===== config.mk =====
export PLATFORM = sky130hd
export DESIGN_NAME = keypad_timer_entry
export DESIGN_NICKNAME = d
export VERILOG_FILES = /design/src/rtl/keypad_timer_entry.sv
export SDC_FILE = /design/constraint.sdc
export NUM_CORES = 1
export LEC_CHECK = 0
export CAP_MARGIN = 0
export CORE_MARGIN = 2
export CORE_UTILIZATION = 59
export DETAILED_ROUTE_END_ITERATION = 16
export HOLD_SLACK_MARGIN = 0.02
export MAX_ROUTING_LAYER = met4
export PLACE_DENSITY = 0.86
export SYNTH_ARGS = -nofsm -noshare
export SYNTH_HDL_FRONTEND = slang
export SYNTH_SLANG_ARGS = --single-unit

===== constraint.sdc =====
create_clock -name clk100 -period 4.3 [get_ports clk100]
set_input_delay 1.075 -clock clk100 [delete_from_list [all_inputs] [get_ports clk100]]
set_output_delay 1.075 -clock clk100 [all_outputs]
set_load 0.005 [all_outputs]

===== src/rtl/keypad_timer_entry.sv =====
// Purpose: debounced one-hot keypad entry into a BCD shift register, plus a free-running pgt_1Hz divider.
// Latency: a key stable before edge 1 strobes loadn low from edge DEBOUNCE to edge DEBOUNCE+1.
// Backpressure: none; keys are dropped while enablen=1, while held, or when full with OVERWRITE=0.
//
// Ports:
//   clk100   - system clock, all state on its rising edge
//   clearn   - asynchronous active-low reset
//   keypad   - one-hot key lines, bit i = digit i
//   enablen  - active-low entry enable
//   D        - BCD code of the last accepted key
//   loadn    - active-low one-cycle strobe per accepted key
//   pgt_1Hz  - square wave, period DIV cycles, 50% duty
//   digits   - entry register, digits[3:0] = most recent key
//   count    - number of digits entered, saturating at DIGITS
//   full     - count == DIGITS
module keypad_timer_entry #(
    parameter int DIGITS    = 4,
    parameter int DIV       = 100,
    parameter int DEBOUNCE  = 2,
    parameter int OVERWRITE = 1
) (
    input  logic                  clk100,
    input  logic                  clearn,
    input  logic [9:0]            keypad,
    input  logic                  enablen,
    output logic [3:0]            D,
    output logic                  loadn,
    output logic                  pgt_1Hz,
    output logic [4*DIGITS-1:0]   digits,
    output logic [3:0]            count,
    output logic                  full
);

    localparam int CW = $clog2(DEBOUNCE + 1);
    localparam int DW = $clog2(DIV);

    typedef enum logic [1:0] {
        IDLE   = 2'd0,
        STABLE = 2'd1,
        HELD   = 2'd2
    } state_t;

    state_t          state, state_nxt;
    logic [CW-1:0]   stab_cnt, stab_nxt;
    logic [CW-1:0]   rel_cnt, rel_nxt;
    logic [3:0]      cur_code, code_nxt;
    logic            fire;

    logic [3:0]      kp_code;
    logic [3:0]      kp_ones;
    logic            kp_valid;
    logic            kp_released;

    logic            accept;
    logic [3:0]      count_nxt;
    logic [4*DIGITS-1:0] digits_shift;

    logic [DW-1:0]   div_cnt, div_nxt;

    // Keypad decode. A multi-key sample is neither valid nor released: it
    // cannot start a press, and it cannot count toward releasing one.
    always_comb begin
        kp_code = '0;
        kp_ones = '0;
        for (int i = 0; i < 10; i++) begin
            if (keypad[i]) begin
                kp_code = 4'(i);
                kp_ones = kp_ones + 4'd1;
            end
        end
    end

    assign kp_valid    = (kp_ones == 4'd1);
    assign kp_released = (kp_ones == 4'd0);

    // State register
    always_ff @(posedge clk100 or negedge clearn) begin
        if (!clearn) begin
            state    <= IDLE;
            stab_cnt <= '0;
            rel_cnt  <= '0;
            cur_code <= '0;
        end else begin
            state    <= state_nxt;
            stab_cnt <= stab_nxt;
            rel_cnt  <= rel_nxt;
            cur_code <= code_nxt;
        end
    end

    // Next-state logic. fire marks the edge on which the debounce count is
    // reached; enablen is applied afterwards so a disabled press is still
    // consumed and must be released before another key is seen.
    always_comb begin
        state_nxt = state;
        stab_nxt  = stab_cnt;
        rel_nxt   = rel_cnt;
        code_nxt  = cur_code;
        fire      = 1'b0;
        case (state)
            IDLE: begin
                if (kp_valid) begin
                    code_nxt = kp_code;
                    stab_nxt = CW'(1);
                    rel_nxt  = '0;
                    if (DEBOUNCE == 1) begin
                        fire      = 1'b1;
                        state_nxt = HELD;
                    end else begin
                        state_nxt = STABLE;
                    end
                end
            end
            STABLE: begin
                if (!kp_valid) begin
                    state_nxt = IDLE;
                    stab_nxt  = '0;
                end else if (kp_code != cur_code) begin
                    code_nxt = kp_code;
                    stab_nxt = CW'(1);
                end else begin
                    stab_nxt = stab_cnt + CW'(1);
                    if (stab_nxt == CW'(DEBOUNCE)) begin
                        fire      = 1'b1;
                        state_nxt = HELD;
                        rel_nxt   = '0;
                    end
                end
            end
            HELD: begin
                if (kp_released) begin
                    rel_nxt = rel_cnt + CW'(1);
                    if (rel_nxt == CW'(DEBOUNCE)) begin
                        state_nxt = IDLE;
                        rel_nxt   = '0;
                        stab_nxt  = '0;
                    end
                end else begin
                    rel_nxt = '0;
                end
            end
            default: begin
                state_nxt = IDLE;
                stab_nxt  = '0;
                rel_nxt   = '0;
            end
        endcase
    end

    // Output decisions derived from the FSM
    always_comb begin
        accept    = fire && !enablen && (!full || (OVERWRITE != 0));
        count_nxt = (count < 4'(DIGITS)) ? count + 4'd1 : count;
    end

    generate
        if (DIGITS == 1) begin : g_one
            assign digits_shift = code_nxt;
        end else begin : g_many
            assign digits_shift = {digits[4*DIGITS-5:0], code_nxt};
        end
    endgenerate

    always_ff @(posedge clk100 or negedge clearn) begin
        if (!clearn) begin
            D      <= '0;
            loadn  <= 1'b1;
            digits <= '0;
            count  <= '0;
        end else begin
            loadn <= !accept;
            if (accept) begin
                D      <= code_nxt;
                digits <= digits_shift;
                count  <= count_nxt;
            end
        end
    end

    assign full = (count == 4'(DIGITS));

    // Free-running divider; pgt_1Hz is registered from the next counter
    // value so it is low for counts 0..DIV/2-1 and high for DIV/2..DIV-1.
    assign div_nxt = (div_cnt == DW'(DIV - 1)) ? '0 : div_cnt + DW'(1);

    always_ff @(posedge clk100 or negedge clearn) begin
        if (!clearn) begin
            div_cnt <= '0;
            pgt_1Hz <= 1'b0;
        end else begin
            div_cnt <= div_nxt;
            pgt_1Hz <= (div_nxt >= DW'(DIV / 2));
        end
    end

endmodule


==> results of run 1 <==
path summary, 6_finish.rpt:
| check | start | endpoint | slack [ns] | cells past startpoint |
|---|---|---|---|---|
| max | keypad[0] | digits[6]$_DFFE_PN0P_ | -2.36 | 33 |
| min | count[3]$_DFFE_PN0P_ | count[3]$_DFFE_PN0P_ | 0.48 | 0 |
| max reg2reg | cur_code[1]$_DFF_PN0_ | digits[6]$_DFFE_PN0P_ | 1.47 | 10 |
| min reg2reg | count[3]$_DFFE_PN0P_ | count[3]$_DFFE_PN0P_ | 0.48 | 0 |
| max in group asynchronous | clearn | digits[13]$_DFFE_PN0P_ | 2.88 | 1 |
| min in group asynchronous | clearn | digits[5]$_DFFE_PN0P_ | 0.87 | 1 |
power groups by stage:
stage                     sequential [mW]  combinational [mW]  clock, mW
after global routing                0.452                1.13      0.337
after floorplan                     0.430               0.472          0
after detailed placement            0.436               0.723          0
final                               0.451                1.10      0.324
after global placement              0.435               0.698          0
after CTS                           0.434               0.876      0.312
area by class of cell:
class                      count  area [sq um]
multi-input combinational    183          1907
sequential                    39         977.2
timing repair buffer         105         939.7
fill                         134         301.5
inverter                      17         81.33
clock buffer                   5         68.82
tap                           52         65.06
clock inverter                 3         43.79
registers in the layout, summed over array words and instances, names as in the netlist:
signal and cells:
D 3, count 4, cur_code 4, digits 13
div_cnt 7, loadn 1, pgt_1Hz 1, rel_cnt 2
stab_cnt 2, state 2
timing repair:
| item | CTS | global route |
|---|---|---|
| endpoints found under the setup margin | 30 | 30 |
| gates cloned | 1 | 0 |
| buffers inserted | 13 | 11 |
| hold endpoints to repair | 0 | 0 |
| resized for setup | 38 | 34 |
| pin swaps | 16 | 13 |
cell families after synthesis:
family          after synthesis  share of synthesized area, %
simple gates                 79                         15.84
flops                        39                         36.39
fa+ha+maj                    14                         6.524
mux                          25                         11.65
xor+xnor                     28                         14.40
compound gates               37                         9.599
buf+inv                      30                         5.592
worst reg2reg max path, stage by stage, from the launching register on:
cell and delay, ns:
dfrtp_1 0.41, inv_1 0.11, xnor2_1 0.16, nor3_1 0.17, a31oi_1 0.08, nor3_1 0.42, nand3_1 0.33, nor4_4 0.38
buf_4 0.18, clkbuf_16 0.16, mux2_4 0.32
cells in the final DEF (no fill, tap or decap), types with 7 or more instances in the layout:
cell / Yosys / final
a21oi_1: 10 / 9
buf_4: 5 / 58
buf_6: 2 / 7
clkdlybuf4s50_1: 0 / 35
dfrtp_1: 38 / 38
inv_1: 17 / 14
mux2_4: 9 / 22
nand2_1: 13 / 11
nand3_1: 11 / 11
nor2_1: 20 / 17
xnor2_1: 13 / 12
cell usage after synthesis, drive strengths merged (2+ instances only):
master   count
nor2b        2
o2bb2ai      2
or4          2
or2          3
xnor3        3
nand3       11
and3         2
nor3         6
nor2        20
a31o         2
nand3b       4
a21oi       10
buf         10
dfrtp       38
o31a         2
nor3b        2
a31oi        2
o31ai        2
or3          3
mux2        23
xor3         3
xor2         6
nor4         3
xnor2       16
mux2i        2
nand2b       2
o21ai        7
o21a         2
clkbuf       3
nand2       13
ha          14
inv         17
metrics by stage:
stage	cell area, sq um	cells	total power, mW
6_report	4083	404	1.872
2_1_floorplan	2814	252	0.9019
3_3_place_gp	3555	379	1.132
3_5_place_dp	3555	379	1.160
5_1_grt	4083	404	1.923
4_1_cts	3906	401	1.622
routing by layer:
layer	GRT usage, %	vias to the layer above
li1	-	1086
met1	44.79	1314
met2	61.63	276
met3	5.907	96
met4	18.03	0
met5	-	-
==> results.md, run 1 <==
* Met2 WL at 5.373 mm
* Crit-path most repeated cell: ha_4
* Combinational Power Share at slightly below 60%
* PortBufs at 39
* HP Class: register to register
* Slowest stage delay, CP at around 0.33 ns
* DRC at 0
* Vias per Instance at 6.861
* Mapped Area at around 2700 sq um
* Fin Clk Skew at 0.005554 ns
* Sw frac at 39.11%
* Worst VDD drop at between 0.3 and 0.4 mV
* Final HPWL DP at 4.319 mm
* Share of layout cells above drive strength 1 at around 43%
* Initial Util at between 60 and 70%
* Place WS at -3.163 ns
* Initial antenna violation count at 0
* Largest net degree at the start of global routing at 40
* Final WS setup at -2.362 ns
* Height of the die at around 71 um
* H-tree Lvls at 2
* #FFs+latches synth at 39
* Critical Path RT at around 4.5 ns
* CTS Root Cell: clkbuf_8
* Pwr Density at approximately 460 nW/um^2
* Final Hold Fails at 0
* Die area at 5107 sq um
* Clock-pin slew on the worst setup and hold paths at 0.08 ns
* Global-route wire length before repair at about 14 mm
* DR vias at 2,772
* Sequential area share after synthesis at around 36%
* WP buf/inv at 5
* Slowest CP cell: xnor3_2
* Syn Inst Count at 252
* Cts hold-fix bufs at 0
* # IOs at 40
* Slew @ Worst Pin at 0.8712 ns
* Synthesized Nets at about 280
* DRT iter0 DRCs at about 360
* Max_slew headroom at 41.92%
* Peak Freq at about 0.15 GHz
* Area fraction of the dominant cell type after synthesis at about 35%
* Sequential share of power at around 24%
* Total grt overflow at 0
* Area contributors post-synth: dfrtp_1, ha_1, mux2_2
* Clk_lat worst skew at approximately 0.31 ns
* CP Max Fanout at 8
* CTS tree: done
* Syn avg cell area at between 10 and 15 sq um
* Routed length per instance at approximately 27 um
* Crit path launch type: input pin
* Hold Slack at between 0.4 and 0.5 ns
* Max-slew violations at 0
* Setup-failing EPs final at 30
* RSZ-0062 raised after global routing: yes
* Die width at 71.46 um
* Total CTS buffers at 5
* Clock share of power at 17.3%
* Fraction of registers with async set/reset at between 90% and 100%
* Post-synth cell types at between 50 and 60
* DRT met1 WL at approximately 3.8 mm
* WS Path Type: input pin to register
* DRT Pass-1 Iters at 5
* Synth Warn # at 0
* N_diodes at 0
* Arrival time at the worst endpoint at 6.85 ns
* Post-layout min period at about 6.7 ns
* Failing checks: negative setup slack
* LEAKAGE at approximately 1.8 nW
* CTS Buffer Depth at 2
* Worst setup EP type: register
* Max-cap violations at 0
* Leading area contributor after synthesis: dfrtp_1
* Vias in the first global route at 2,620
* Final WL at approximately 11 mm
* Most common flop cell mapped by yosys: dfrtp_1
* Syn-to-layout area delta at 52.05%
* CORE AREA at between 4000 and 5000 sq um
* Final worst-path cycle share at 154.9%
* Switch Pwr at between 700 and 800 uW
* Run status: finished, violations left
* Pint at between 1 and 1.5 mW
* Final Util at approximately 93%
* CTS sink count at 39
* Antenna viol nets, final at 0
* Met3 WL at roughly 1.1 mm
* Max Used Layer: met4
* Delay-heaviest family, CP: simple AND/OR/NAND/NOR gates
* Nets at approximately 380
* Row cnt at 24
* RePlAce Congestion at roughly 0.85
* GR Util All Layers at 37.38%
* EDFF count, synth at 0
* Total negative slack at -66.82 ns
No activity file was read; power rests on OpenSTA's default activity.
==> run 2: changes to the inputs <==
- TNS_END_PERCENT: not set -> 1
==> results.md, run 2 (synthesized netlist as in run 1, its figures left out) <==
* CTS sink count at 39 (unchanged)
* Share of layout cells above drive strength 1 at 42.42% (was 43.18%)
* DRC at 0 (unchanged)
* LEAKAGE at 1.799 nW (was 1.817 nW)
* CORE AREA at 4384 sq um (unchanged)
* Final WS setup at -2.357 ns (was -2.362 ns)
* Final worst-path cycle share at 154.8% (was 154.9%)
* Placed instance count at 378 (was 379)
* H-tree Lvls at 2 (unchanged)
* Pwr Total at 1.774 mW (was 1.872 mW)
* Worst Hold End: count[3]$_DFFE_PN0P_ (unchanged)
* RePlAce Congestion at 0.8906 (was 0.8484)
* PortBufs at 39 (unchanged)
* DRT iter0 DRCs at 220 (was 357)
* Post-layout min period at 6.657 ns (was 6.662 ns)
* Worst setup EP type: register (unchanged)
* DR vias at 2,658 (was 2,772)
* WS Path Type: input pin to register (unchanged)
* Final Util at 91.90% (was 93.12%)
* Worst VDD drop at 0.3087 mV (was 0.3723 mV)
* Largest registers: digits: 13 flops, div_cnt: 7 flops (unchanged)
* Most frequent cells in the layout: buf_4, dfrtp_1, clkdlybuf4s50_1 (unchanged)
* Max-slew violations at 0 (unchanged)
* HP Start: count[3]$_DFFE_PN0P_ (unchanged)
* Place WS at -3.165 ns (was -3.163 ns)
* Total CTS buffers at 5 (unchanged)
* GR Util All Layers at 37.12% (was 37.38%)
* Commonest non-fill, non-tap cell in the layout: buf_4 (unchanged)
* Max reg flops at 13 (unchanged)
* Routed length per instance at 24.57 um (was 27.35 um)
* Die area at 5107 sq um (unchanged)
* Switch Pwr at 651.6 uW (was 732.0 uW)
* Global-route wire length before repair at 13.88 mm (was 14.07 mm)
* Final Hold Fails at 0 (unchanged)
* Final WL at 10.05 mm (was 11.05 mm)
* DRT Pass-1 Iters at 5 (unchanged)
* Max_slew headroom at 42.45% (was 41.92%)
* Antenna viol nets, final at 0 (unchanged)
* Fin Clk Skew at 0.01214 ns (was 0.005554 ns)
* Worst r2r src: cur_code[1]$_DFF_PN0_ (unchanged)
* WHS Path Cells at 0 (unchanged)
* Combinational Power Share at 57.2% (was 58.6%)
* Setup-failing EPs final at 30 (unchanged)
* Largest net degree at the start of global routing at 40 (unchanged)
* CTS Root Cell: clkbuf_8 (unchanged)
* Pwr Density at 440.3 nW/um^2 (was 458.4 nW/um^2)
* Slowest CP cell: nor4_4 (was xnor3_2)
* Syn-to-layout area delta at 50.05% (was 52.05%)
* Run status: finished, violations left (unchanged)
* Non-Filler Instances at 409 (was 404)
* Die width at 71.46 um (unchanged)
* Hold Slack at 0.4682 ns (was 0.4817 ns)
* Clk_lat worst skew at 0.30 ns (was 0.31 ns)
* Crit path from: keypad[1] (was keypad[0])
* Height of the die at 71.46 um (unchanged)
* Peak Freq at 0.1502 GHz (was 0.1501 GHz)
* Slowest stage delay, CP at 0.38 ns (was 0.33 ns)
* Arrival time at the worst endpoint at 6.83 ns (was 6.85 ns)
* CP Max Fanout at 8 (unchanged)
* Clock-pin slew on the worst setup and hold paths at 0.09 ns (was 0.08 ns)
* Final HPWL DP at 4.804 mm (was 4.319 mm)
* Failing checks: negative setup slack (unchanged)
* Top reg by flops: digits (unchanged)
* # IOs at 40 (unchanged)
* Row cnt at 24 (unchanged)
* Initial Util at 61.24% (unchanged)
* Pint at 1.122 mW (was 1.140 mW)
* CTS tree: done (unchanged)
* Sw frac at 36.73% (was 39.11%)
* Nets at 382 (was 378)
* Crit path launch type: input pin (unchanged)
* Worst r2r path cells at 9 (was 10)
* Critical Path RT at 4.47 ns (was 4.49 ns)
* Vias per Instance at 6.499 (was 6.861)
* Initial antenna violation count at 1 (was 0)
* Max-cap violations at 0 (unchanged)
* Crit-path most repeated cell: ha_4 (unchanged)
* Slew @ Worst Pin at 0.8633 ns (was 0.8712 ns)
* RR Endpoint: digits[6]$_DFFE_PN0P_ (unchanged)
* Clock share of power at 17.9% (was 17.3%)
* Cts hold-fix bufs at 0 (unchanged)
* Worst reg2reg setup slack at 1.56 ns (was 1.47 ns)
* Vias in the first global route at 2,688 (was 2,620)
* Sequential share of power at 24.9% (was 24.1%)
* CTS Buffer Depth at 2 (unchanged)
* HP Class: register to register (unchanged)
* Total grt overflow at 0 (unchanged)
* RSZ-0062 raised after global routing: yes (unchanged)
[run 2: cell types whose count changed in the layout (fill, tap and decap cells not counted), sizes merged]
cell   previous run  this run
buf              68        72
diode             0         1
[run 2: layout make-up]
class	instances	area (sq um)
clock buffer	5	68.82
clock inverter	3	43.79
fill	147	355.3
tap	52	65.06
sequential	39	977.2
multi-input combinational	183	1826
antenna	1	2.502
timing repair buffer	109	962.2
inverter	17	83.83
[run 2: worst max-delay path, delay by kind of cell]
family	cells	cell delay [ns]
AO/OA/AOI/OAI	5	0.63
adder cells (fa/ha/maj)	8	1.77
AND/OR/NAND/NOR	9	1.66
XOR/XNOR	1	0.17
buffers and inverters	4	0.45
multiplexers	4	1.06
[run 2: power groups by stage]
stage                     logic (mW)  registers [mW]  clock network, mW
after detailed placement       0.733           0.438                  0
after global routing            1.06           0.446              0.329
after CTS                      0.853           0.432              0.310
final                           1.01           0.441              0.318
after global placement         0.698           0.435                  0
after floorplan                0.472           0.430                  0
[run 2: metrics by stage]
step / area, sq um / TNS [ns]
after floorplan: 2814 / -66.74
after global placement: 3547 / -81.47
after detailed placement: 3547 / -89.80
after CTS: 3914 / -55.05
after global routing: 4029 / -67.11
final: 4029 / -64.19
[run 2: worst max-delay path by stage]
| stage | end | slack (ns) | cells past startpoint |
|---|---|---|---|
| after detailed placement | digits[12]$_DFFE_PN0P_ | -3.16 | 32 |
| final | digits[6]$_DFFE_PN0P_ | -2.36 | 31 |
| after global placement | digits[7]$_DFFE_PN0P_ | -2.87 | 32 |
| after floorplan | D[0]$_DFFE_PN0P_ | -2.52 | 31 |
| after global routing | digits[6]$_DFFE_PN0P_ | -2.44 | 31 |
| after CTS | digits[5]$_DFFE_PN0P_ | -2.04 | 32 |
[run 2: what timing repair did]
item / 4_1_cts / 5_1_grt
hold endpoints to repair: 0 / 0
endpoints found under the setup margin: 30 / 30
gates resized for setup: 34 / 22
gates cloned: 1 / 0
buffers inserted: 15 / 7
pin swaps: 21 / 7
[run 2: layer usage]
metal | GRT usage (%) | share of wire, % | vias up | wire length, um
li1 | - | - | 1092 | -
met1 | 40.59 | 35 | 1295 | 3526
met2 | 63.58 | 50 | 206 | 5056
met3 | 6.751 | 8.6 | 65 | 861
met4 | 20.55 | 6.0 | 0 | 606
met5 | - | 0 | - | 0
